### src/rtl/axi_pkg.sv
// axi_pkg: AXI4 encodings and read-master state shared by the read-channel initiator.
package axi_pkg;
   localparam logic [1:0] AXI_BURST_INCR = 2'b01;
   localparam logic [1:0] AXI_RESP_OKAY = 2'b00;
   localparam logic [1:0] AXI_RESP_EXOKAY = 2'b01;
   localparam logic [1:0] AXI_RESP_SLVERR = 2'b10;
   localparam logic [1:0] AXI_RESP_DECERR = 2'b11;
   localparam int AXI_4K_BYTES = 4096;
   typedef enum logic [1:0] {RM_IDLE, RM_ADDR, RM_DATA} rm_state_t;
endpackage

### src/rtl/axi_burst_len_calc.sv
// axi_burst_len_calc: beats of the next burst = min(remaining, MAX_BURST_LEN, beats left in the 4 KB page).
module axi_burst_len_calc
   import axi_pkg::*;
#(
   parameter int ADDR_WIDTH = 16,
   parameter int STRB_WIDTH = 4,
   parameter int MAX_BURST_LEN = 256
) (
   input  logic [16:0] remaining,
   input  logic [11:0] page_off,
   output logic [8:0]  beats,
   output logic [7:0]  arlen
);
   localparam int SIZE = $clog2(STRB_WIDTH);
   logic [8:0]  cap_len;
   logic [12:0] room;
   assign cap_len = (remaining > 17'(MAX_BURST_LEN)) ? 9'(MAX_BURST_LEN) : remaining[8:0];
   generate
      if (ADDR_WIDTH >= 13) begin : g_4k
         assign room = (13'(AXI_4K_BYTES) - {1'b0, page_off}) >> SIZE;
      end else begin : g_flat
         logic unused_off;
         assign unused_off = ^page_off;
         assign room = 13'(cap_len);
      end
   endgenerate
   assign beats = ({4'b0, cap_len} > room) ? 9'(room) : cap_len;
   assign arlen = 8'(beats - 9'd1);
endmodule

### src/rtl/axi_read_master.sv
// axi_read_master: splits one read command into 4 KB-safe INCR bursts and streams R data out on AXI-Stream.
// Define AXI_READ_MASTER_ERR_ABORT_EN to stop issuing bursts once an error response has been seen.
module axi_read_master
   import axi_pkg::*;
#(
   parameter int DATA_WIDTH = 32,
   parameter int ADDR_WIDTH = 16,
   parameter int STRB_WIDTH = DATA_WIDTH / 8,
   parameter int ID_WIDTH = 8,
   parameter int AR_ID = 0,
   parameter int MAX_BURST_LEN = 256
) (
   input  logic                  clk,
   input  logic                  rst_n,
   input  logic [ADDR_WIDTH-1:0] cmd_addr,
   input  logic [15:0]           cmd_len,
   input  logic                  cmd_valid,
   output logic                  cmd_ready,
   output logic                  busy,
   output logic                  err,
   output logic [ID_WIDTH-1:0]   m_axi_arid,
   output logic [ADDR_WIDTH-1:0] m_axi_araddr,
   output logic [7:0]            m_axi_arlen,
   output logic [2:0]            m_axi_arsize,
   output logic [1:0]            m_axi_arburst,
   output logic                  m_axi_arlock,
   output logic [3:0]            m_axi_arcache,
   output logic [2:0]            m_axi_arprot,
   output logic                  m_axi_arvalid,
   input  logic                  m_axi_arready,
   input  logic [ID_WIDTH-1:0]   m_axi_rid,
   input  logic [DATA_WIDTH-1:0] m_axi_rdata,
   input  logic [1:0]            m_axi_rresp,
   input  logic                  m_axi_rlast,
   input  logic                  m_axi_rvalid,
   output logic                  m_axi_rready,
   output logic [DATA_WIDTH-1:0] m_axis_tdata,
   output logic                  m_axis_tlast,
   output logic                  m_axis_tvalid,
   input  logic                  m_axis_tready
);
   localparam int SIZE = $clog2(STRB_WIDTH);
   rm_state_t             state, state_nxt;
   logic [ADDR_WIDTH-1:0] addr;
   logic [16:0]           remaining, rem_eff;
   logic [7:0]            beat_cnt, arlen;
   logic [8:0]            beats;
   logic                  ready_q, cmd_fire, r_fire, abort, unused_ok;

   axi_burst_len_calc #(
      .ADDR_WIDTH(ADDR_WIDTH),
      .STRB_WIDTH(STRB_WIDTH),
      .MAX_BURST_LEN(MAX_BURST_LEN)
   ) u_len (
      .remaining(remaining),
      .page_off(12'(addr)),
      .beats(beats),
      .arlen(arlen)
   );

   // rlast and rid are not needed: the beat counter alone delimits bursts
   assign unused_ok = ^{m_axi_rid, m_axi_rlast};

`ifdef AXI_READ_MASTER_ERR_ABORT_EN
   // the beat carrying the first error already counts, so tlast lands on that burst's final beat
   assign abort = err | (m_axi_rvalid & (m_axi_rresp != AXI_RESP_OKAY));
`else
   assign abort = 1'b0;
`endif

   assign rem_eff = abort ? '0 : remaining;
   assign cmd_fire = cmd_valid & ready_q;
   assign cmd_ready = ready_q;
   assign busy = state != RM_IDLE;
   assign m_axi_arid = ID_WIDTH'(AR_ID);
   assign m_axi_araddr = addr;
   assign m_axi_arlen = arlen;
   assign m_axi_arsize = 3'(SIZE);
   assign m_axi_arburst = AXI_BURST_INCR;
   assign m_axi_arlock = 1'b0;
   assign m_axi_arcache = 4'b0011;
   assign m_axi_arprot = 3'b000;
   assign m_axi_arvalid = state == RM_ADDR;
   assign m_axi_rready = (state == RM_DATA) & m_axis_tready;
   assign m_axis_tvalid = (state == RM_DATA) & m_axi_rvalid;
   assign m_axis_tdata = m_axi_rdata;
   assign m_axis_tlast = (state == RM_DATA) && beat_cnt == '0 && rem_eff == '0;
   assign r_fire = m_axis_tvalid & m_axi_rready;

   always_comb begin
      state_nxt = state;
      case (state)
         RM_IDLE: state_nxt = cmd_fire ? RM_ADDR : RM_IDLE;
         RM_ADDR: state_nxt = m_axi_arready ? RM_DATA : RM_ADDR;
         RM_DATA: state_nxt = (r_fire && beat_cnt == '0) ? ((rem_eff != '0) ? RM_ADDR : RM_IDLE) : RM_DATA;
         default: state_nxt = RM_IDLE;
      endcase
   end

   always_ff @(posedge clk or negedge rst_n) begin
      if (!rst_n) begin
         state <= RM_IDLE;
         ready_q <= 1'b0;
         addr <= '0;
         remaining <= '0;
         beat_cnt <= '0;
         err <= 1'b0;
      end else begin
         state <= state_nxt;
         ready_q <= state_nxt == RM_IDLE;
         if (cmd_fire) begin
            addr <= cmd_addr & ~ADDR_WIDTH'(STRB_WIDTH - 1);
            remaining <= 17'(cmd_len) + 17'd1;
         end
         if (state == RM_ADDR && m_axi_arready) begin
            addr <= addr + ADDR_WIDTH'(beats) * ADDR_WIDTH'(STRB_WIDTH);
            remaining <= remaining - 17'(beats);
            beat_cnt <= arlen;
         end
         if (r_fire && beat_cnt != '0) beat_cnt <= beat_cnt - 8'd1;
         if (cmd_fire) err <= 1'b0;
         else if (r_fire && m_axi_rresp != AXI_RESP_OKAY) err <= 1'b1;
      end
   end
endmodule

### config.mk
export PLATFORM = sky130hd
export DESIGN_NAME = axi_read_master
export DESIGN_NICKNAME = d
export VERILOG_FILES = /design/src/rtl/axi_pkg.sv /design/src/rtl/axi_burst_len_calc.sv /design/src/rtl/axi_read_master.sv
export SDC_FILE = /design/constraint.sdc
export NUM_CORES = 1
export LEC_CHECK = 0
export CAP_MARGIN = 40
export CELL_PAD_IN_SITES_DETAIL_PLACEMENT = 0
export CELL_PAD_IN_SITES_GLOBAL_PLACEMENT = 1
export CORE_ASPECT_RATIO = 1.4
export CORE_UTILIZATION = 35
export CTS_CLUSTER_SIZE = 10
export DETAILED_ROUTE_END_ITERATION = 6
export GPL_TIMING_DRIVEN = 0
export PLACE_DENSITY_LB_ADDON = 0.1
export REMOVE_ABC_BUFFERS = 1
export SYNTH_ARGS = -nofsm -noshare
export SYNTH_HDL_FRONTEND = slang
export SYNTH_SLANG_ARGS = --single-unit
### constraint.sdc
create_clock -name clk -period 15.5 [get_ports clk]
set_clock_uncertainty 0.1 [all_clocks]
set_input_delay 4.65 -clock clk [delete_from_list [all_inputs] [get_ports clk]]
set_output_delay 4.65 -clock clk [all_outputs]
set_load 0.02 [all_outputs]
# After elaboration in Yosys (flattened, before gate mapping)
# Index checks and enable logic that the tools add are counted.
[word_totals]
rom_bits = 0
latchBits = 0
memories = 0
ramBits = 0
ff_bits = 45
word_cells = 52
output_inout_bits = 84
input_bits = 81
[op_classes]
n_lt_le_gt_ge = 2
n_addsub = 6
reduce_logical = 17
n_bitwise = 4
shift = 0
mul = 0
div = 0
mux = 15
n_eq_ne = 2
[op_table]
columns = ["op", "n"]
rows = [
  ["$mux 17", 2],
  ["$mux 16", 2],
  ["$mux 9", 2],
  ["$add 16x1->17 const B", 1],
  ["$gt 17x9->1 const B", 1],
  ["$logic_not 17->1", 1],
  ["$reduce_bool 17->1", 1],
  ["$sub 17x9->17", 1],
  ["$add 16x11->16", 1],
  ["$mux 8", 2],
  ["$sub 8x1->8 const B", 2],
  ["$sub 13x12->13 const A", 1],
  ["$gt 9x11->1", 1],
  ["$reduce_bool 2->1", 5],
  ["$logic_not 8->1", 1],
  ["$reduce_bool 8->1", 1],
  ["$logic_and 1x1->1", 6],
  ["$pmux 2 s3", 1],
  ["$and 1x1->1", 4],
  ["$logic_not 2->1", 2],
  ["$mux 1", 4],
  ["$mux 2", 2],
  ["$eq 2x1->1 const B", 1],
  ["$eq 2x2->1 const B", 1],
]

# Logic depth before layout (Yosys ltp)
[logic_depth]
ltp_word = 7
ltp_mapped = 28

# By module
# From an unflattened synthesis, not the netlist that was laid out.
[hier_totals]
cells_unflattened = 599
area_unflattened_um2 = 4772.1
[by_module_without_submodules]
columns = ["module", "cells_per_inst", "area_per_inst_um2", "seq_area_each_um2", "n_inst"]
rows = [
  ["axi_read_master", 467, 3854.9, 1076.0, 1],
  ["axi_burst_len_calc", 132, 917.1, 0.0, 1],
]

# Least setup slack after synthesis
# No wires, ideal clock.
[synth_timing]
path_type = "in2out"
startpoint = "input port m_axi_rvalid"
endpoint = "output port m_axis_tvalid"
required_time_ns = 10.750
cell_stages = 1
slack_ns = 5.874
n_path_buf = 0
arrival_time_ns = 4.876
path_cell_list = "and2_1"
[synth_between]
elab_chain_cells = 1
[synth_rtl]
columns = ["item", "line_no", "rtl"]
rows = [
  ["from (decl)", "axi_read_master.sv:35", "input logic m_axi_rvalid,"],
  ["$and 1x1->1", "axi_read_master.sv:85", "assign m_axis_tvalid = (state == RM_DATA) & m_axi_rvalid;"],
  ["to (decl)", "axi_read_master.sv:39", "output logic m_axis_tvalid,"],
]
# No other way between the ends.

# Final worst setup path
[layout_timing]
startpoint = "register remaining[11] (netlist: rem_eff[11])"
endpoint = "output port m_axi_arlen[4]"
[layout_between]
elab_chain_cells = 5
[layout_rtl]
columns = ["item", "line_no", "rtl"]
rows = [
  ["from (decl)", "axi_read_master.sv:45", "logic [16:0] remaining, rem_eff;"],
  ["from (signal assigned)", "axi_read_master.sv:113", "remaining <= 17'(cmd_len) + 17'd1;"],
  ["from (signal assigned)", "axi_read_master.sv:117", "remaining <= remaining - 17'(beats);"],
  ["$gt 17x9->1 *", "axi_burst_len_calc.sv:17", "assign cap_len = (remaining > 17'(MAX_BURST_LEN)) ? 9'(MAX_BURST_LEN) : remaining[8:0];"],
  ["$mux 9 *", "axi_burst_len_calc.sv:17", ""],
  ["$gt 9x11->1", "axi_burst_len_calc.sv:27", "assign beats = ({4'b0, cap_len} > room) ? 9'(room) : cap_len;"],
  ["$mux 9 *", "axi_burst_len_calc.sv:27", ""],
  ["$sub 8x1->8 *", "axi_burst_len_calc.sv:28", "assign arlen = 8'(beats - 9'd1);"],
  ["to (decl)", "axi_read_master.sv:23", "output logic [7:0] m_axi_arlen,"],
]
# Every way passes the cells marked *; elsewhere a longest branch is shown, timed or not.

==> reports/metrics.yaml <==
fp.dieH_um: 138
synth_area_leaders: "dfrtp_1 (23%), buf_4 (9.0%), ha_1 (7.6%), nand2_1 (6.8%), xnor2_1 (4.2%)"
power_leakage_nw: 2.15
min_path_type: "flop to flop"
power_density_mw_per_mm2: 240
synth.avg_cell_area_um2: 7.76
slew_headroom_pct: 49.9
yosysMostFrequentCell: "nand2_1"
crit_path_start_kind: "flop"
first_global_vias: 4042
ff2ff_setup_slack_ns: 8.64
crit_buf_inv: 3
hold_slack_ns: 0.408
post_cts_buffers: 0
clock_sinks: 43
die_x_um: 98.9
total_power_w: 0.00127
reg2reg_depth: 21
dieArea_mm2: 0.0136
dp_hpwl_um: 11300
layout.nets: 727
worstPathArrival_ns: 6.00
rows: 49
ys_warn_count: 0
grt_max_degree: 31
num_antenna_cells: 0
post-route-min-period_ns: 10.75
pre_cts_ws_ns: 4.88
drive_above_1_share_pct: 6.81
routed_wl_um: 13900
h-tree-depth: 2
synth-edff-count: 0
fmax_mhz: 93.1
synth_cells: 593
cts_tree: "yes"
post-route-period-util_pct: 69.3
cp.depth: 17
postLayoutSetupSlackWorst_ns: 4.75
hold_violations: 0
syn_area_mm2: 0.00460
critPathMaxStageDelay_ns: 0.66
grt.total_usage_pct: 20.9
rr_endpoint: "rem_eff[12]$_DFFE_PN0P_"
worst_pin_slew_ns: 0.747
synth_flop_cell: "dfrtp_1"
synth_cell_types: 71
cts_buffers: 5
place.gp.congestion: 0.864
whs_endpoint: "beat_cnt[5]$_DFFE_PN0P_"
crit_type: "flop to output pin"
report.final.slew_viol_count: 0
crit_path_cell_trace: "or3_4, or4_4, a211oi_4, nand2_1, inv_1, ha_1, nor2b_1, o21a_1, o21a_1, o21ai_1, nor2_1, o21ai_0, inv_1, ha_1, o211ai_1, xnor2_1, clkdlybuf4s50_1"
rsz0062_at_grt: "false"
antenna_found_initial: 0
worst_path_max_delay_cell: "clkdlybuf4s50_1"
root_buffer: "clkbuf_16"
drtIter0Drc: 201
cts_hold_buf: 0
drv_cap: 0
drc_errors: 0
hold_path_depth: 1
io_buffers: 66
async_reset_ff_share_pct: 100
fill_cells: 1348
setup_tns_ns: 0
synth_common_cells: "nand2_1 (83), buf_4 (55), dfrtp_1 (43)"
r2r_start: "rem_eff[11]$_DFFE_PN0P_"
dr_total_vias: 4195
status: "finished, final reports clean"
synth_top_area_share_pct: 23.4
start_util_pct: 35.9
grt.overflow.total: 0
insertion_delay_ns: 0.29
cp_top_family: "compound AO/OA/AOI/OAI gates"
ys_seq_area_share_pct: 23.4
io_pins: 165
cts_buffer_depth: 2
vdd_drop_max_v: 0.0000769
end_kind: "output pin"
detail_route.wl_per_cell_um: 18.1
cp_max_fo: 13
core_area_mm2: 0.0128
worst_ep_required_time_ns: 10.75
min_from: "beat_cnt[5]$_DFFE_PN0P_"
drt_pass1_iterations: 4
cts_resized: 0
ys_ff_latch: 43
setup_viol: 0
path_clk_slew_ns: 0.07
area_growth_pct: 14.7
viasPerCell: 5.45
synth.largest_area_cell: "dfrtp_1"
final_antenna_net_count: 0
grt_pass1_wl_um: 21900
==> stage by stage <==
stage	util, %	area [um2]	instances
floorplan	-	4170	538
global placement	39.2	5020	757
detailed placement	39.9	5120	762
CTS	41.2	5280	770
global route	41.2	5280	770
finish	41.2	5280	770
==> per-layer routing <==
layer | vias to the layer above | global-route usage, % | share of wire, %
li1 | 2085 | - | -
met1 | 1967 | 24.9 | 42
met2 | 128 | 36.3 | 49
met3 | 11 | 6.19 | 6.6
met4 | 4 | 4.89 | 1.3
met5 | - | 4.62 | 0.55
==> flip-flops by register name, summed over array words and instances (netlist names) <==
register      cells
rem_eff          17
m_axi_araddr     14
beat_cnt          8
state             2
cmd_ready         1
err               1
==> cell families (layout without fill, tap and decap cells) <==
| logic type | Yosys count | in the layout | synth area share [%] |
|---|---|---|---|
| flops | 43 | 43 | 23.4 |
| compound gates | 142 | 142 | 21.3 |
| mux | 5 | 5 | 1.28 |
| xor+xnor | 38 | 38 | 7.23 |
| buf+inv | 101 | 104 | 13.1 |
| simple gates | 231 | 231 | 24.8 |
| fa+ha+maj | 31 | 31 | 8.70 |
| other cells | 2 | 23 | 0.163 |
==> layout by cell type, fill, tap and decap left out, types with 13 or more instances in the layout <==
master	count
inv_1	25
nor2_1	37
a31oi_1	13
o21ai_0	31
nand2_1	82
xor2_1	16
xnor2_1	22
clkdlybuf4s50_1	65
ha_1	28
o211ai_1	18
nand3_1	23
a21oi_1	22
conb_1	23
nor3_1	14
dfrtp_1	43
==> power by group <==
group          switching [W]  internal, W
registers          0.0000782     0.000168
logic               0.000512     0.000390
clock network      0.0000488    0.0000687
total               0.000639     0.000627
==> worst register-to-register path, stage by stage, from the launching register on <==
cell      delay (ns)
dfrtp_1         0.44
or3_4           0.41
or4_4           0.52
a211oi_4        0.48
nand2_1         0.17
inv_1           0.09
ha_1            0.24
nor2b_1         0.14
o21a_1          0.16
o21a_1          0.19
o21ai_1         0.61
nor2_1          0.30
o21ai_0         0.55
ha_1            0.24
inv_1           0.06
fa_1            0.41
o31a_1          0.14
a211oi_2        0.23
o221ai_1        0.22
a311oi_2        0.61
mux2_2          0.40
nand3_1         0.08
==> worst max path at each step <==
stage | slack (ns) | from | end
2_1_floorplan | 5.87 | m_axi_rvalid | m_axis_tvalid
3_3_place_gp | 4.85 | rem_eff[11]$_DFFE_PN0P_ | m_axi_arlen[4]
3_5_place_dp | 4.88 | m_axis_tready | m_axi_rready
4_1_cts | 4.66 | rem_eff[11]$_DFFE_PN0P_ | m_axi_arlen[4]
5_1_grt | 4.25 | rem_eff[11]$_DFFE_PN0P_ | m_axi_arlen[4]
6_report | 4.75 | rem_eff[11]$_DFFE_PN0P_ | m_axi_arlen[4]
==> cell type report <==
cell class                      count  area (um2)  area share, %
Clock inverter                      1        7.51          0.142
Tap cell                          153         191           3.63
Timing Repair Buffer               71         753           14.3
Sequential cell                    43        1080           20.4
Clock buffer                        7         153           2.89
Inverter                           25        93.8           1.78
Multi-Input combinational cell    470        3000           56.9
Note: power is estimated with default switching activity, not from simulation.
